File: src/rtl/cpu_pkg.sv
// Shared definitions for the 8-bit CPU control path: opcodes, sequencer states
// and the two-byte instruction predicate.
package cpu_pkg;

  localparam logic [3:0] OP_NOP  = 4'h0;
  localparam logic [3:0] OP_JMP  = 4'h1;
  localparam logic [3:0] OP_JZ   = 4'h2;
  localparam logic [3:0] OP_BR   = 4'h3;
  localparam logic [3:0] OP_HALT = 4'hF;

  typedef enum logic [2:0] {
    ST_FETCH   = 3'd0,
    ST_DECODE  = 3'd1,
    ST_OPERAND = 3'd2,
    ST_OP_INC  = 3'd3,
    ST_EXECUTE = 3'd4,
    ST_HALT    = 3'd5
  } state_e;

  function automatic logic is_two_byte(input logic [3:0] op);
    return (op == OP_JMP) || (op == OP_JZ);
  endfunction

endpackage

File: src/rtl/branch_resolve.sv
// Combinational EXECUTE decode: turns opcode/nibble/immediate/zero flag into
// the PC strobes, the ALU execute strobe and the extend value.
module branch_resolve
  import cpu_pkg::*;
#(
  parameter logic [3:0] HALT_OP = OP_HALT
) (
  input  logic [3:0] i_opcode,
  input  logic [3:0] i_nibble,
  input  logic [7:0] i_imm,
  input  logic       i_zero,
  output logic       o_pl,
  output logic       o_ms,
  output logic       o_exec,
  output logic [7:0] o_extend
);

  // Halt takes priority so a HALT_OP overlapping a control opcode never strobes.
  always_comb begin
    o_pl     = 1'b0;
    o_ms     = 1'b0;
    o_exec   = 1'b0;
    o_extend = 8'h00;
    if (i_opcode == HALT_OP) begin
      o_exec = 1'b0;
    end else begin
      case (i_opcode)
        OP_NOP: o_exec = 1'b0;
        OP_JMP: begin
          o_pl     = 1'b1;
          o_extend = i_imm;
        end
        OP_JZ: begin
          if (i_zero) begin
            o_pl     = 1'b1;
            o_extend = i_imm;
          end else begin
            o_pl = 1'b0;
          end
        end
        OP_BR: begin
          o_ms     = 1'b1;
          o_extend = {{4{i_nibble[3]}}, i_nibble};
        end
        default: o_exec = 1'b1;
      endcase
    end
  end

endmodule

File: src/rtl/instruction_sequencer.sv
// Fetch/decode/execute control FSM: reads instruction bytes over a req/ack port
// and drives registered PC strobes, the instruction register and the ALU strobe.
module instruction_sequencer
  import cpu_pkg::*;
#(
  parameter logic [7:0] RST_IR  = 8'h00,
  parameter logic [3:0] HALT_OP = OP_HALT
) (
  input  logic       i_clk,
  input  logic       i_rst,
  input  logic [7:0] i_mem_data,
  input  logic       i_mem_ack,
  input  logic       i_zero,
  output logic       o_mem_rd,
  output logic       o_pi,
  output logic       o_pl,
  output logic       o_ms,
  output logic [7:0] o_extend,
  output logic [7:0] o_ir,
  output logic       o_exec,
  output logic       o_halt
);

  state_e     state_q, state_d;
  logic [7:0] ir_q, ir_d;
  logic [7:0] imm_q, imm_d;
  logic       mem_rd_q, mem_rd_d;
  logic       pi_q, pi_d;
  logic       pl_q, pl_d;
  logic       ms_q, ms_d;
  logic       exec_q, exec_d;
  logic       halt_q, halt_d;
  logic [7:0] extend_q, extend_d;

  logic       br_pl_s, br_ms_s, br_exec_s;
  logic [7:0] br_extend_s;
  logic       to_exec_s;

  branch_resolve #(.HALT_OP(HALT_OP)) u_branch_resolve (
    .i_opcode (ir_q[7:4]),
    .i_nibble (ir_q[3:0]),
    .i_imm    (imm_q),
    .i_zero   (i_zero),
    .o_pl     (br_pl_s),
    .o_ms     (br_ms_s),
    .o_exec   (br_exec_s),
    .o_extend (br_extend_s)
  );

  // Next-state and byte capture; acks only count in states that request a read.
  always_comb begin
    state_d = state_q;
    ir_d    = ir_q;
    imm_d   = imm_q;
    case (state_q)
      ST_FETCH: begin
        if (i_mem_ack) begin
          ir_d    = i_mem_data;
          state_d = ST_DECODE;
        end else begin
          state_d = ST_FETCH;
        end
      end
      ST_DECODE: begin
        if (is_two_byte(ir_q[7:4])) begin
          state_d = ST_OPERAND;
        end else begin
          state_d = ST_EXECUTE;
        end
      end
      ST_OPERAND: begin
        if (i_mem_ack) begin
          imm_d   = i_mem_data;
          state_d = ST_OP_INC;
        end else begin
          state_d = ST_OPERAND;
        end
      end
      ST_OP_INC: state_d = ST_EXECUTE;
      ST_EXECUTE: begin
        if (ir_q[7:4] == HALT_OP) begin
          state_d = ST_HALT;
        end else begin
          state_d = ST_FETCH;
        end
      end
      ST_HALT: state_d = ST_HALT;
      default: state_d = ST_FETCH;
    endcase
  end

  // Outputs are computed for the state being entered so they register in step with it.
  always_comb begin
    to_exec_s = (state_d == ST_EXECUTE);
    mem_rd_d  = (state_d == ST_FETCH) || (state_d == ST_OPERAND);
    pi_d      = (state_d == ST_DECODE) || (state_d == ST_OP_INC);
    pl_d      = to_exec_s & br_pl_s;
    ms_d      = to_exec_s & br_ms_s;
    exec_d    = to_exec_s & br_exec_s;
    extend_d  = to_exec_s ? br_extend_s : 8'h00;
    halt_d    = (state_d == ST_HALT) || (to_exec_s && (ir_q[7:4] == HALT_OP));
  end

  always_ff @(posedge i_clk) begin
    if (i_rst) begin
      state_q  <= ST_FETCH;
      ir_q     <= RST_IR;
      imm_q    <= 8'h00;
      mem_rd_q <= 1'b1;
      pi_q     <= 1'b0;
      pl_q     <= 1'b0;
      ms_q     <= 1'b0;
      exec_q   <= 1'b0;
      halt_q   <= 1'b0;
      extend_q <= 8'h00;
    end else begin
      state_q  <= state_d;
      ir_q     <= ir_d;
      imm_q    <= imm_d;
      mem_rd_q <= mem_rd_d;
      pi_q     <= pi_d;
      pl_q     <= pl_d;
      ms_q     <= ms_d;
      exec_q   <= exec_d;
      halt_q   <= halt_d;
      extend_q <= extend_d;
    end
  end

  assign o_mem_rd = mem_rd_q;
  assign o_pi     = pi_q;
  assign o_pl     = pl_q;
  assign o_ms     = ms_q;
  assign o_exec   = exec_q;
  assign o_halt   = halt_q;
  assign o_extend = extend_q;
  assign o_ir     = ir_q;

endmodule
File: config.mk
export PLATFORM = sky130hd
export DESIGN_NAME = instruction_sequencer
export DESIGN_NICKNAME = d
export VERILOG_FILES = /design/src/rtl/cpu_pkg.sv /design/src/rtl/branch_resolve.sv /design/src/rtl/instruction_sequencer.sv
export SDC_FILE = /design/constraint.sdc
export NUM_CORES = 1
export LEC_CHECK = 0
export CAP_MARGIN = 5
export CORE_ASPECT_RATIO = 0.75
export CORE_UTILIZATION = 40
export DETAILED_ROUTE_END_ITERATION = 10
export GPL_ROUTABILITY_DRIVEN = 0
export MAX_ROUTING_LAYER = met4
export PLACE_DENSITY = 0.7
export SYNTH_ARGS = -nofsm -noshare
export SYNTH_HDL_FRONTEND = slang
export SYNTH_HIERARCHICAL = 1
export SYNTH_SLANG_ARGS = --single-unit
export TNS_END_PERCENT = 20
File: constraint.sdc
create_clock -name i_clk -period 1.7 [get_ports i_clk]
set_clock_uncertainty 0.1 [all_clocks]
set_input_delay 0.34 -clock i_clk [delete_from_list [all_inputs] [get_ports i_clk]]
set_output_delay 0.34 -clock i_clk [all_outputs]
set_load 0.02 [all_outputs]
==> flow_summary.ini, run 1 <==
[outcome]
outcome = completed

[pwr]
power_density_nw_per_um2 = 888
power.leakage_uw = 0.000754
ir_drop_mv = 0.753

[clock_tree]
postCtsSetupRepairBufs = 0
clockRootBuffer = clkbuf_8
tritoncts = yes
cts_max_level = 2
clock_latency_ps = 270
cts_buffer_depth = 2
hold_buffers = 0
clock-sinks = 33
clk_pin_slew_ps = 70
cts-buffers-inserted = 5

[floorplan]
num_io_pins = 34
fp.dieH_um = 51.2
die_x_um = 67.6
initial_core_util = 0.430
fp.dieArea_um2 = 3460
rows = 17
core_um2 = 3000

[finish]
antennaDiodeCount = 0
drive_gt1_frac = 0.207
final_cells = 207
synthToLayoutAreaGrowth_pct = 37.9
nNetsFinal = 180

[routing]
ant_nets = 0
dr_wl_met2_mm = 1.21
dr_wl_met3_um = 139
drt-total-wl_mm = 2.67
routedWlPerCell_um = 12.9
drc_errors = 0
viasPerCell = 4.92
drtIter0Drc = 34
drt_first_pass_iters = 4
vias = 1019
highest_layer = met4
wl_met1_mm = 1.29

[timing]
min_period_ps = 1620
max_freq_ghz = 0.616
hold_violations = 0
fin_hold_ws_ps = 385
maxSlewHeadroom = 0.781
fin_crit_sh = 0.954
worstMarginPinSlew_ps = 326
slew_violations = 0
grt_setup_unrepaired = false
setup_viol = 0
setup_tns_ps = 0

[critical_path]
crit_family = buffers and inverters
end_kind = output pin
start_kind = register
critPathSlowestCell = clkdlybuf4s50_1
crit_buf_inv = 1
crit_required_ps = 1260
critPathMaxStageDelay_ps = 600
critPathKind = reg -> out
crit_arrival_ps = 1180
crit_path_max_fanout = 1
crit_chain = clkdlybuf4s50_1

[grt]
antenna_found_initial = 0
grt_max_degree = 19
grt_usage = 0.183
grt_pass1_vias = 944
grt-ovfl-total = 0
grt_pass1_wl_mm = 4.35

[synth]
syn_area_per_cell_um2 = 10.3
ys_ff_latch = 33
syn_inst = 125
yosys.area.top_type = dfxtp_1
synth_warnings = 6
synth_top_area_share = 0.512
syn_area_um2 = 1290
synthTopCellsByArea = dfxtp_1 (51%), mux2i_1 (6.2%), and2_1 (5.3%), nand2_1 (4.7%), a21o_2 (3.4%)
syn_nets = 137
seq_area_frac_synth = 0.512
synth.distinct_cells = 33

[place]
portBuffers = 33
post-dp-hpwl_mm = 1.96
dp_cells = 199

[min_path]
hold_class = reg -> reg

[flow_run]
drv_cap = 0
## cells in the mapped netlist (all sizes together)
library cell / instances
dfxtp: 33
nand2: 16
and2: 12
nor2: 10
a21oi: 9
mux2i: 8
a21o: 5
buf: 5
a22o: 3
nor3: 3
clkbuf: 2
nor4b: 2
nor4bb: 2
or2: 2
a211oi: 1
a31o: 1
a31oi: 1
and4: 1
nand2b: 1
nand3b: 1
nand4: 1
nor2b: 1
o211a: 1
o21a: 1
or3b: 1
or4b: 1
xor2: 1
## where the power goes
part,switching (uW),total (uW),internal [uW],leakage (uW)
Clock,271,553,282,0.0000439
Combinational,100,199,99.2,0.000443
Sequential,29.8,828,798,0.000268
Total,401,1580,1180,0.000754
## cell usage in the layout, fill, tap and decap left out, types with 2 or more instances in the layout
cell and count:
a21o_2 5, a21oi_1 8, a22o_2 3, and2_1 11
buf_4 10, clkbuf_8 5, clkdlybuf4s50_1 25, clkinv_2 2
dfxtp_1 33, dlygate4sd2_1 7, mux2i_1 8, nand2_1 16
nor2_1 10, nor3_1 3, or2_2 2
## final timing paths
kind,startpoint,to,slack (ps),cells past startpoint
max,o_mem_rd,o_mem_rd,80,1
max reg2reg,state_q[2],o_ir[1],160,3
min reg2reg,o_ir[2],o_ir[2],390,2
min,o_ir[2],o_ir[2],390,2
## through the flow
step / utilization / power, uW / worst slack, ps / area, um^2
after global routing: 0.593 / 1650 / 3.30 / 1780
after CTS: 0.592 / 1590 / 3.36 / 1780
final: 0.593 / 1580 / 77.8 / 1780
after floorplan: - / 952 / 230 / 1290
after global placement: 0.567 / 1050 / -146 / 1700
after detailed placement: 0.567 / 1050 / -170 / 1700
## logic make-up (layout without fill, tap and decap cells)
family                    count (synthesis)  count (layout)  share of synthesized area
and+or+nand+nor                          54              54                      0.244
muxes                                     8               8                     0.0621
AOI/OAI and AO/OA                        22              22                      0.136
buffers and inverters                     7              51                     0.0388
DFF                                      33              33                      0.512
xor gates and xnor gates                  1               1                    0.00679
## layer usage
metal	global-route usage	up-vias
met4	0.0638	0
met1	0.236	465
met5	-	-
met3	0.0536	5
met2	0.272	35
li1	-	514
## state kept, by name, summed over array words and instances (netlist names)
name,flops
o_exec,1
o_extend,8
o_ir,8
imm_q,8
o_mem_rd,1
o_ms,1
o_pl,1
o_pi,1
state_q,3
o_halt,1
## cell type report
| type | count | area (um^2) |
|---|---|---|
| Sequential cell | 33 | 661 |
| Clock buffer | 5 | 68.8 |
| Clock inverter | 3 | 17.5 |
| Fill cell | 246 | 1220 |
| Tap cell | 38 | 47.5 |
| Multi-Input combinational cell | 85 | 586 |
| Timing Repair Buffer | 43 | 399 |
## timing repair
item / 4_1_cts / 5_1_grt
setup endpoints to repair: 7 / 1
hold endpoints to repair: 0 / 0
gates resized for setup: 7 / 1
(Power assumes the default switching activity.)
==> run 2: changes to the inputs <==
--- a/config.mk
+++ b/config.mk
@@ -7,11 +7,11 @@
 export LEC_CHECK = 0
 export CAP_MARGIN = 5
 export CORE_ASPECT_RATIO = 0.75
-export CORE_UTILIZATION = 40
+export CORE_UTILIZATION = 47
 export DETAILED_ROUTE_END_ITERATION = 10
 export GPL_ROUTABILITY_DRIVEN = 0
 export MAX_ROUTING_LAYER = met4
-export PLACE_DENSITY = 0.7
+export PLACE_DENSITY = 0.8
 export SYNTH_ARGS = -nofsm -noshare
 export SYNTH_HDL_FRONTEND = slang
 export SYNTH_HIERARCHICAL = 1
==> flow_summary.ini, run 2 (same netlist as run 1, synthesis figures left out) <==
[clock_tree]
clk_pin_slew_ps = 90
cts-buffers-inserted = 5
cts_max_level = 2
hold_buffers = 0
clockRootBuffer = clkbuf_4
clock-sinks = 33
tritoncts = yes
clock_latency_ps = 340
postCtsSetupRepairBufs = 0
cts_buffer_depth = 2

[critical_path]
crit_chain = dlygate4sd2_1
start_kind = register
crit_buf_inv = 1
end_kind = output pin
r2r_end = state_q[2]
reg2reg_depth = 4
critPathMaxStageDelay_ps = 480
crit_required_ps = 1260
crit_family = flip-flops
r2r_slack_ps = 120
startpoint = o_ir[4]
crit_arrival_ps = 1190
critPathKind = reg -> out
crit_path_max_fanout = 8
reg2reg_from = o_ir[6]
crit_end = o_ir[4]
cp_num_cells = 1
critPathSlowestCell = dfxtp_1

[timing]
maxSlewHeadroom = 0.727
min_period_ps = 1630
grt_setup_unrepaired = false
slew_violations = 0
setup_viol = 0
hold_violations = 0
fin_crit_sh = 0.959
max_freq_ghz = 0.613
worstMarginPinSlew_ps = 406

[pwr]
power.leakage_uw = 0.000919
ir_drop_mv = 0.779
power_density_nw_per_um2 = 909

[place]
post-dp-hpwl_mm = 1.98
portBuffers = 33
place_area_um2 = 1700

[finish]
final_common_cell = dfxtp_1
antennaDiodeCount = 0
layout_common_cells = dfxtp_1 (32), nand2_1 (16), dlygate4sd2_1 (13), and2_1 (11), clkdlybuf4s50_1 (11)
synthToLayoutAreaGrowth_pct = 38.7
nNetsFinal = 180
drive_gt1_frac = 0.207
fin_area_um2 = 1790
post-route-util = 0.688

[floorplan]
num_io_pins = 34
fp.dieH_um = 47.4
initial_core_util = 0.496
die_x_um = 62.5
fp.dieArea_um2 = 2960
core_um2 = 2600
rows = 16

[outcome]
outcome = completed

[min_path]
hold_class = reg -> reg
holdCritStartpoint = o_ir[0]

[routing]
drtIter0Drc = 14
ant_nets = 0
routedWlPerCell_um = 13.1
viasPerCell = 5.03
drt-total-wl_mm = 2.69
drc_errors = 0
vias = 1032
drt_first_pass_iters = 4

[grt]
antenna_found_initial = 0
grt_max_degree = 17
grt_pass1_vias = 907
grt_pass1_wl_mm = 4.00
grt_usage = 0.199
grt-ovfl-total = 0

[flow_run]
drv_cap = 0
-- run 2: layout make-up --
type / count / area (um^2)
tap: 36 / 45.0
sequential: 33 / 662
fill: 230 / 813
clock inverter: 1 / 30.0
timing repair buffer: 43 / 412
clock buffer: 7 / 55.1
multi-input combinational: 85 / 586
-- run 2: through the flow --
| step | instances | hold WS [ps] | total power [uW] | worst slack, ps | TNS (ps) |
|---|---|---|---|---|---|
| 2_1_floorplan | 125 | 335 | 952 | 230 | 0 |
| 3_3_place_gp | 197 | 364 | 1050 | -136 | -2530 |
| 3_5_place_dp | 197 | 381 | 1050 | -158 | -2870 |
| 4_1_cts | 205 | 394 | 1640 | 0.444 | 0 |
| 5_1_grt | 205 | 410 | 1690 | 0.389 | 0 |
| 6_report | 205 | 391 | 1630 | 69.2 | 0 |
-- run 2: metal layers --
layer | vias up | global-route usage | share of wire | routed length [um]
li1 | 514 | - | - | -
met1 | 484 | 0.225 | 0.46 | 1230
met2 | 26 | 0.315 | 0.47 | 1270
met3 | 8 | 0.0583 | 0.046 | 124
met4 | 0 | 0.140 | 0.023 | 63
met5 | - | - | 0 | 0
-- run 2: how the worst min path moves through the flow --
| stage | cells after the start | slack (ps) | end |
|---|---|---|---|
| 2_1_floorplan | 1 | 340 | o_pi |
| 3_3_place_gp | 2 | 360 | o_ir[0] |
| 4_1_cts | 2 | 390 | o_ir[0] |
| 5_1_grt | 2 | 410 | o_ir[0] |
| 6_report | 2 | 390 | o_ir[0] |
| 3_5_place_dp | 2 | 380 | o_ir[0] |
-- run 2: timing repair --
action                                  CTS  global route
gates resized for setup                  13            10
gates cloned                              0             0
endpoints found under the setup margin   13            10
endpoints found under the hold margin     0             0
-- run 2: report_power, final --
part / switching, uW / leakage [uW] / internal (uW)
Clock: 249 / 0.0000455 / 351
Combinational: 99.9 / 0.000605 / 98.1
Sequential: 30.9 / 0.000268 / 798
